==> config.mk <==
export PLATFORM = sky130hd
export DESIGN_NAME = fetch_unit
export DESIGN_NICKNAME = d
export VERILOG_FILES = /design/src/rtl/fetch_pkg.sv /design/src/rtl/fetch_hold_buf.sv /design/src/rtl/fetch_unit.sv
export SDC_FILE = /design/constraint.sdc
export NUM_CORES = 1
export LEC_CHECK = 0
export BUFFER_PORTS_ARGS = -buffer_cell sky130_fd_sc_hd__buf_2
export CAP_MARGIN = 20
export CORE_MARGIN = 5
export CORE_UTILIZATION = 44
export DETAILED_ROUTE_END_ITERATION = 10
export GPL_TIMING_DRIVEN = 0
export PLACE_DENSITY = 0.76
export RECOVER_POWER = 100
export SYNTH_ARGS = -nofsm -noshare
export SYNTH_HDL_FRONTEND = slang
export SYNTH_SLANG_ARGS = --single-unit
==> constraint.sdc <==
create_clock -name clk -period 3.2 [get_ports clk]
set_input_delay 0.8 -clock clk [delete_from_list [all_inputs] [get_ports clk]]
set_output_delay 0.8 -clock clk [all_outputs]
set_load 0.01 [all_outputs]
==> src/rtl/fetch_pkg.sv <==
`default_nettype none
// ============================================================================
// Module      : fetch_pkg
// Description : Shared types and constants for the instruction fetch unit:
//               datapath width, instruction size, FSM state encoding and
//               small PC helper functions.
//               The HALT state exists only when FETCH_MISALIGN_CHECK_EN is
//               defined.
// Revision    : 1.0 - initial release
// ============================================================================
package fetch_pkg;

    localparam int XLEN        = 32;
    localparam int INSTR_BYTES = 4;

`ifdef FETCH_MISALIGN_CHECK_EN
    typedef enum logic [2:0] {
        S_ISSUE = 3'd0,
        S_WAIT  = 3'd1,
        S_HOLD  = 3'd2,
        S_DRAIN = 3'd3,
        S_HALT  = 3'd4
    } fetch_state_t;
`else
    typedef enum logic [2:0] {
        S_ISSUE = 3'd0,
        S_WAIT  = 3'd1,
        S_HOLD  = 3'd2,
        S_DRAIN = 3'd3
    } fetch_state_t;
`endif

    // Sequential successor; wraps modulo 2^XLEN.
    function automatic logic [XLEN-1:0] next_pc(input logic [XLEN-1:0] pc);
        return pc + XLEN'(INSTR_BYTES);
    endfunction

    // Forces a redirect address onto an instruction boundary.
    function automatic logic [XLEN-1:0] align_target(input logic [XLEN-1:0] tgt);
        return {tgt[XLEN-1:2], 2'b00};
    endfunction

endpackage
`default_nettype wire

==> src/rtl/fetch_hold_buf.sv <==
`default_nettype none
// ============================================================================
// Module      : fetch_hold_buf
// Description : Holding register for the instruction handed to decode.
//               Load captures an instruction and its address and raises
//               valid; clear drops valid (data is left in place).
//               Load has priority over clear.
// Ports       : clk, rst      - clock, asynchronous active-high reset
//               i_load        - capture i_instr/i_pc, set o_valid
//               i_clear       - drop o_valid
//               i_instr, i_pc - instruction word and its address
//               o_valid, o_instr, o_pc - held contents
// Revision    : 1.0 - initial release
// ============================================================================
module fetch_hold_buf
    import fetch_pkg::*;
(
    input  logic            clk,
    input  logic            rst,
    input  logic            i_load,
    input  logic            i_clear,
    input  logic [XLEN-1:0] i_instr,
    input  logic [XLEN-1:0] i_pc,
    output logic            o_valid,
    output logic [XLEN-1:0] o_instr,
    output logic [XLEN-1:0] o_pc
);

    logic            r_valid;
    logic [XLEN-1:0] r_instr;
    logic [XLEN-1:0] r_pc;

    always_ff @(posedge clk or posedge rst) begin
        if (rst) begin
            r_valid <= 1'b0;
            r_instr <= '0;
            r_pc    <= '0;
        end else if (i_load) begin
            r_valid <= 1'b1;
            r_instr <= i_instr;
            r_pc    <= i_pc;
        end else if (i_clear) begin
            r_valid <= 1'b0;
        end
    end

    assign o_valid = r_valid;
    assign o_instr = r_instr;
    assign o_pc    = r_pc;

endmodule
`default_nettype wire

==> src/rtl/fetch_unit.sv <==
`default_nettype none
// ============================================================================
// Module      : fetch_unit
// Description : Single-outstanding instruction fetch unit. Issues one-cycle
//               requests to instruction memory, holds the returned
//               instruction for decode, and redirects on taken branches,
//               discarding any in-flight or held instruction.
// Parameters  : RESET_PC - first fetch address after reset
// Macro       : FETCH_MISALIGN_CHECK_EN - when defined, a taken branch to a
//               non word-aligned target sets the sticky misalign_err flag
//               and halts fetch until reset; when undefined, the target's
//               low two bits are dropped and misalign_err is tied low.
// Ports       : clk, rst                        - clock, async active-high reset
//               branch_control                  - branch condition result
//               branch_instruction_control      - executing instruction is B-type
//               branch_target                   - redirect address
//               imem_req, imem_addr             - fetch request / address
//               imem_valid, imem_rdata          - memory response
//               if_valid, if_instr, if_pc       - instruction offered to decode
//               id_ready                        - decode accepts
//               flush                           - pulse, cycle after a redirect
//               misalign_err                    - sticky misaligned-target flag
// Revision    : 1.0 - initial release
// ============================================================================
module fetch_unit
    import fetch_pkg::*;
#(
    parameter logic [XLEN-1:0] RESET_PC = 32'h0000_0000
) (
    input  logic            clk,
    input  logic            rst,
    input  logic            branch_control,
    input  logic            branch_instruction_control,
    input  logic [XLEN-1:0] branch_target,
    output logic            imem_req,
    output logic [XLEN-1:0] imem_addr,
    input  logic            imem_valid,
    input  logic [XLEN-1:0] imem_rdata,
    output logic            if_valid,
    output logic [XLEN-1:0] if_instr,
    output logic [XLEN-1:0] if_pc,
    input  logic            id_ready,
    output logic            flush,
    output logic            misalign_err
);

    fetch_state_t    r_state;
    logic [XLEN-1:0] r_pc;
    logic            r_flush;

    logic            w_branch_taken;
    logic            w_redirect;     // taken branch that actually moves the pc
    logic            w_halt;         // taken branch to a bad target (checked build only)
    logic [XLEN-1:0] w_target;
    logic            w_load;
    logic            w_clear;

    assign w_branch_taken = branch_control && branch_instruction_control;
    assign w_target       = align_target(branch_target);

`ifdef FETCH_MISALIGN_CHECK_EN
    logic r_misalign;

    // Once halted, branches are ignored entirely until reset.
    assign w_halt     = w_branch_taken && (branch_target[1:0] != 2'b00) && (r_state != S_HALT);
    assign w_redirect = w_branch_taken && (branch_target[1:0] == 2'b00) && (r_state != S_HALT);
    assign misalign_err = r_misalign;
`else
    assign w_halt       = 1'b0;
    assign w_redirect   = w_branch_taken;
    assign misalign_err = 1'b0;
`endif

    // Requests are suppressed in a branch cycle so the old pc never escapes.
    assign imem_req  = !rst && (r_state == S_ISSUE) && !w_branch_taken;
    assign imem_addr = r_pc;

    // A response arriving together with a branch belongs to the wrong path.
    assign w_load  = (r_state == S_WAIT) && imem_valid && !w_branch_taken;
    // The buffer can only be valid in HOLD, so clearing there covers accept,
    // redirect and halt alike.
    assign w_clear = (r_state == S_HOLD) && (id_ready || w_branch_taken);

    always_ff @(posedge clk or posedge rst) begin
        if (rst) begin
            r_state <= S_ISSUE;
            r_pc    <= RESET_PC;
            r_flush <= 1'b0;
`ifdef FETCH_MISALIGN_CHECK_EN
            r_misalign <= 1'b0;
`endif
        end else begin
            r_flush <= w_redirect;
            case (r_state)
                S_ISSUE: begin
                    if (w_redirect) begin
                        r_pc <= w_target;
                    end
                    if (!w_branch_taken) begin
                        r_state <= S_WAIT;
                    end
                end
                S_WAIT: begin
                    if (w_redirect) begin
                        r_pc    <= w_target;
                        // Still owed a response unless it is arriving now.
                        r_state <= imem_valid ? S_ISSUE : S_DRAIN;
                    end else if (w_load) begin
                        r_pc    <= next_pc(r_pc);
                        r_state <= S_HOLD;
                    end
                end
                S_HOLD: begin
                    if (w_redirect) begin
                        r_pc    <= w_target;
                        r_state <= S_ISSUE;
                    end else if (id_ready) begin
                        r_state <= S_ISSUE;
                    end
                end
                S_DRAIN: begin
                    if (w_redirect) begin
                        r_pc <= w_target;
                    end
                    if (imem_valid) begin
                        r_state <= S_ISSUE;
                    end
                end
`ifdef FETCH_MISALIGN_CHECK_EN
                S_HALT: begin
                    r_state <= S_HALT;
                end
`endif
                default: begin
                    r_state <= S_ISSUE;
                end
            endcase
`ifdef FETCH_MISALIGN_CHECK_EN
            // Overrides whatever the state arm chose; pc is left untouched.
            if (w_halt) begin
                r_misalign <= 1'b1;
                r_state    <= S_HALT;
            end
`endif
        end
    end

    assign flush = r_flush;

    fetch_hold_buf u_hold_buf (
        .clk     (clk),
        .rst     (rst),
        .i_load  (w_load),
        .i_clear (w_clear),
        .i_instr (imem_rdata),
        .i_pc    (r_pc),
        .o_valid (if_valid),
        .o_instr (if_instr),
        .o_pc    (if_pc)
    );

    // Only meaningful to the halt logic; otherwise the low bits are dropped.
    logic w_unused_halt;
    assign w_unused_halt = w_halt;

endmodule
`default_nettype wire

==> impl_metrics.py <==
metrics = {
    "detailed_routing": {
        "antenna_left": 0,
        "via_count": 3588,
        "wirelength_mm": 11.7,
        "first_iter_violations": 165,
        "vias_per_cell": 5.19,
        "dr.pass1.iters": 6,
        "drc": 0,
        "detail_route.wl_per_cell_um": 17.0,
    },
    "sta": {
        "final_hold_viol_count": 0,
        "final.setup.tns_ns": 0,
        "setup_viol": 0,
        "post_layout_min_period_ns": 2.94,
        "slew-limit-headroom_pct": -15.7,
        "postLayoutSetupSlackWorst_ns": 0.263,
        "period_share_pct": 91.8,
        "unrepaired_setup_endpoints_after_global_routing": "false",
        "hold_ws_ns": 0.489,
        "timing.final.max_slew_violations": 40,
        "timing.clock.skew_ns": 0.00747,
        "max_freq_mhz": 340,
        "timing_worst_slew_pin_value_ns": 1.73,
    },
    "place": {
        "place.detailed.hpwl_mm": 8.85,
        "numPortBuffers": 162,
        "finalWeightedCongestion": 0.816,
        "dpl_worst_slack_ns": 0.373,
    },
    "worst_setup_path": {
        "worst_path_largest_cell_delay_ns": 0.31,
        "critPathBufInv": 4,
        "critical-path-slowest-cell": "sky130_fd_sc_hd__clkbuf_1",
        "worst_endpoint_data_arrival_time_ns": 2.14,
        "timing.critical_path.cells": "buf_2 -> nand2_1 -> inv_1 -> clkbuf_1 -> nor4_1 -> clkbuf_1",
        "endpoint_kind": "output port",
        "critical-path-top-delay-family": "buffers and inverters",
        "crit_path_max_fo": 10,
        "timing.critical_path.from_type": "primary input",
        "critPathKind": "in -> out",
        "timing.critical_path.mode_cell": "sky130_fd_sc_hd__clkbuf_1",
        "cp_data_required_time_ns": 2.40,
    },
    "grt": {
        "grt_first_pass_wirelength_mm": 18.3,
        "antenna_violations_before_repair": 1,
        "grt-ovfl-total": 0,
        "grt_pass1_vias": 3630,
        "maximum_number_of_pins_on_one_net_before_global_route_repair": 40,
        "gr-usage-all-layers_pct": 20.1,
    },
    "synthesis": {
        "async_reset_ff_share_pct": 100,
        "ys_seq_area_share_pct": 55.6,
        "synth_enable_flop_cells": 0,
        "ys_ff_latch": 96,
        "synth.cells.most_frequent": "96 x sky130_fd_sc_hd__dfrtp_1, 50 x sky130_fd_sc_hd__mux2_2, 37 x sky130_fd_sc_hd__nand2_1, 22 x sky130_fd_sc_hd__a21oi_1, 20 x sky130_fd_sc_hd__nor2_1",
        "synthesis.instances": 373,
        "postSynth.topFlopCell": "sky130_fd_sc_hd__dfrtp_1",
        "synth-warning-count": 0,
        "post_synth_num_cell_types": 47,
        "synth.top_cell.area_share_pct": 55.6,
        "yosysTopAreaCell": "sky130_fd_sc_hd__dfrtp_1",
        "mappedNetlistArea_sq_um": 4320,
        "netlist_top_cells_area": "sky130_fd_sc_hd__dfrtp_1 56%, sky130_fd_sc_hd__mux2_2 13%, sky130_fd_sc_hd__nand2_1 3.2%",
        "synth_most_common_cell": "sky130_fd_sc_hd__dfrtp_1",
        "synthesis.area_per_instance_sq_um": 11.6,
    },
    "floorplanning": {
        "die_area_sq_um": 11900,
        "pin_count": 170,
        "chipHeight_um": 109,
        "num_rows": 36,
        "coreArea_sq_um": 9680,
        "fp.dieW_um": 109,
        "initial_utilization_pct": 44.6,
    },
    "clock_network": {
        "cts_max_level": 3,
        "max-clock-path-buffers": 2,
        "cts.sink_count": 96,
        "tritoncts": "built",
        "path_clk_slew_ns": 0.09,
        "cts_root_cell": "sky130_fd_sc_hd__clkbuf_8",
        "cts_made_buffers": 9,
        "cts-hold-fix-buffers": 0,
        "cts_repair_resize_count": 0,
        "post_cts_buffers": 0,
        "clock_latency_ns": 0.37,
    },
    "cells_and_area": {
        "nFillCells": 905,
        "layout-drive-gt1-share_pct": 26.6,
        "layout.core_utilization_pct": 55.8,
        "synthToLayoutAreaGrowth_pct": 25.1,
        "finalNetCount": 623,
    },
    "min_path": {
        "hold_path.class": "reg -> reg",
    },
    "pwr": {
        "vdd_ir_drop_max_uv": 401,
        "cellLeakagePower_nw": 2.27,
        "power_density_nw_per_um2": 878,
        "power.total_mw": 4.75,
    },
    "run_status": {
        "status": "finished with violations",
        "violations": "max-capacitance violations, max-slew violations",
    },
    "run": {
        "maxCapViolations": 1,
    },
}
sequential cells by signal, summed over array words and instances, names as in the netlist:
| signal | count |
|---|---|
| flush | 1 |
| imem_addr | 30 |
| r_state | 2 |
| u_hold_buf.o_pc | 30 |
| u_hold_buf.o_instr | 32 |
| u_hold_buf.o_valid | 1 |
path summary, 6_finish.rpt:
check,start,endpoint,slack [ns],cells after the start
setup / recovery,branch_control,imem_req,0.26,6
hold / removal,u_hold_buf.o_instr[12],u_hold_buf.o_instr[12],0.49,1
setup reg to reg,imem_addr[2],imem_addr[24],0.47,6
hold reg to reg,u_hold_buf.o_instr[12],u_hold_buf.o_instr[12],0.49,1
max in group asynchronous,rst,flush,0.94,3
min in group asynchronous,rst,u_hold_buf.o_instr[25],0.83,2
cell families after synthesis:
group / share of synthesized area, %
adder cells (fa/ha/maj): 0.290
other: 0.0868
flip-flops: 55.6
buffers and inverters: 3.19
multiplexers: 15.6
AO/OA/AOI/OAI: 8.98
XOR/XNOR: 3.04
AND/OR/NAND/NOR: 13.2
layer usage:
metal | part of all wire, % | wire (um) | GRT usage (%) | up-vias
met3 | 6.5 | 762 | 3.91 | 24
met4 | 2.0 | 238 | 7.21 | 2
li1 | - | - | - | 1686
met5 | 0.060 | 7 | 0 | -
met1 | 41 | 4790 | 25.5 | 1748
met2 | 51 | 5930 | 33.9 | 128
final cells by class:
| type | instances | area (sq um) | area share, % |
|---|---|---|---|
| Sequential cell | 96 | 2400 | 44.4 |
| Antenna cell | 1 | 2.50 | 0.0463 |
| Buffer | 21 | 98.8 | 1.83 |
| Clock inverter | 7 | 120 | 2.22 |
| Tap cell | 133 | 166 | 3.08 |
| Timing Repair Buffer | 164 | 701 | 13.0 |
| Multi-Input combinational cell | 253 | 1760 | 32.6 |
| Clock buffer | 9 | 124 | 2.29 |
| Inverter | 7 | 27.5 | 0.509 |
power breakdown:
part	internal, mW	switching, mW	leakage, nW	total (mW)
logic	0.749	0.946	1.05	1.69
clock network	0.518	0.440	0.108	0.958
registers	1.71	0.383	1.12	2.10
layout by cell type (no fill, tap or decap), drive strengths merged, types with 6 or more instances in the layout:
master,Yosys,routed
mux2,60,60
nand2,37,37
xor2,11,11
buf,16,72
o21ai,22,22
clkbuf,5,122
a21oi,22,22
dfrtp,96,96
nor2,20,20
nand4,9,9
nand3,15,15
inv,7,6
stage by stage:
stage	cell area, sq um	instances
2_1_floorplan	4340	377
3_3_place_gp	5320	672
3_5_place_dp	5360	674
4_1_cts	5600	690
5_1_grt	5400	690
6_report	5410	691
Power figures use the tool's default switching activity.
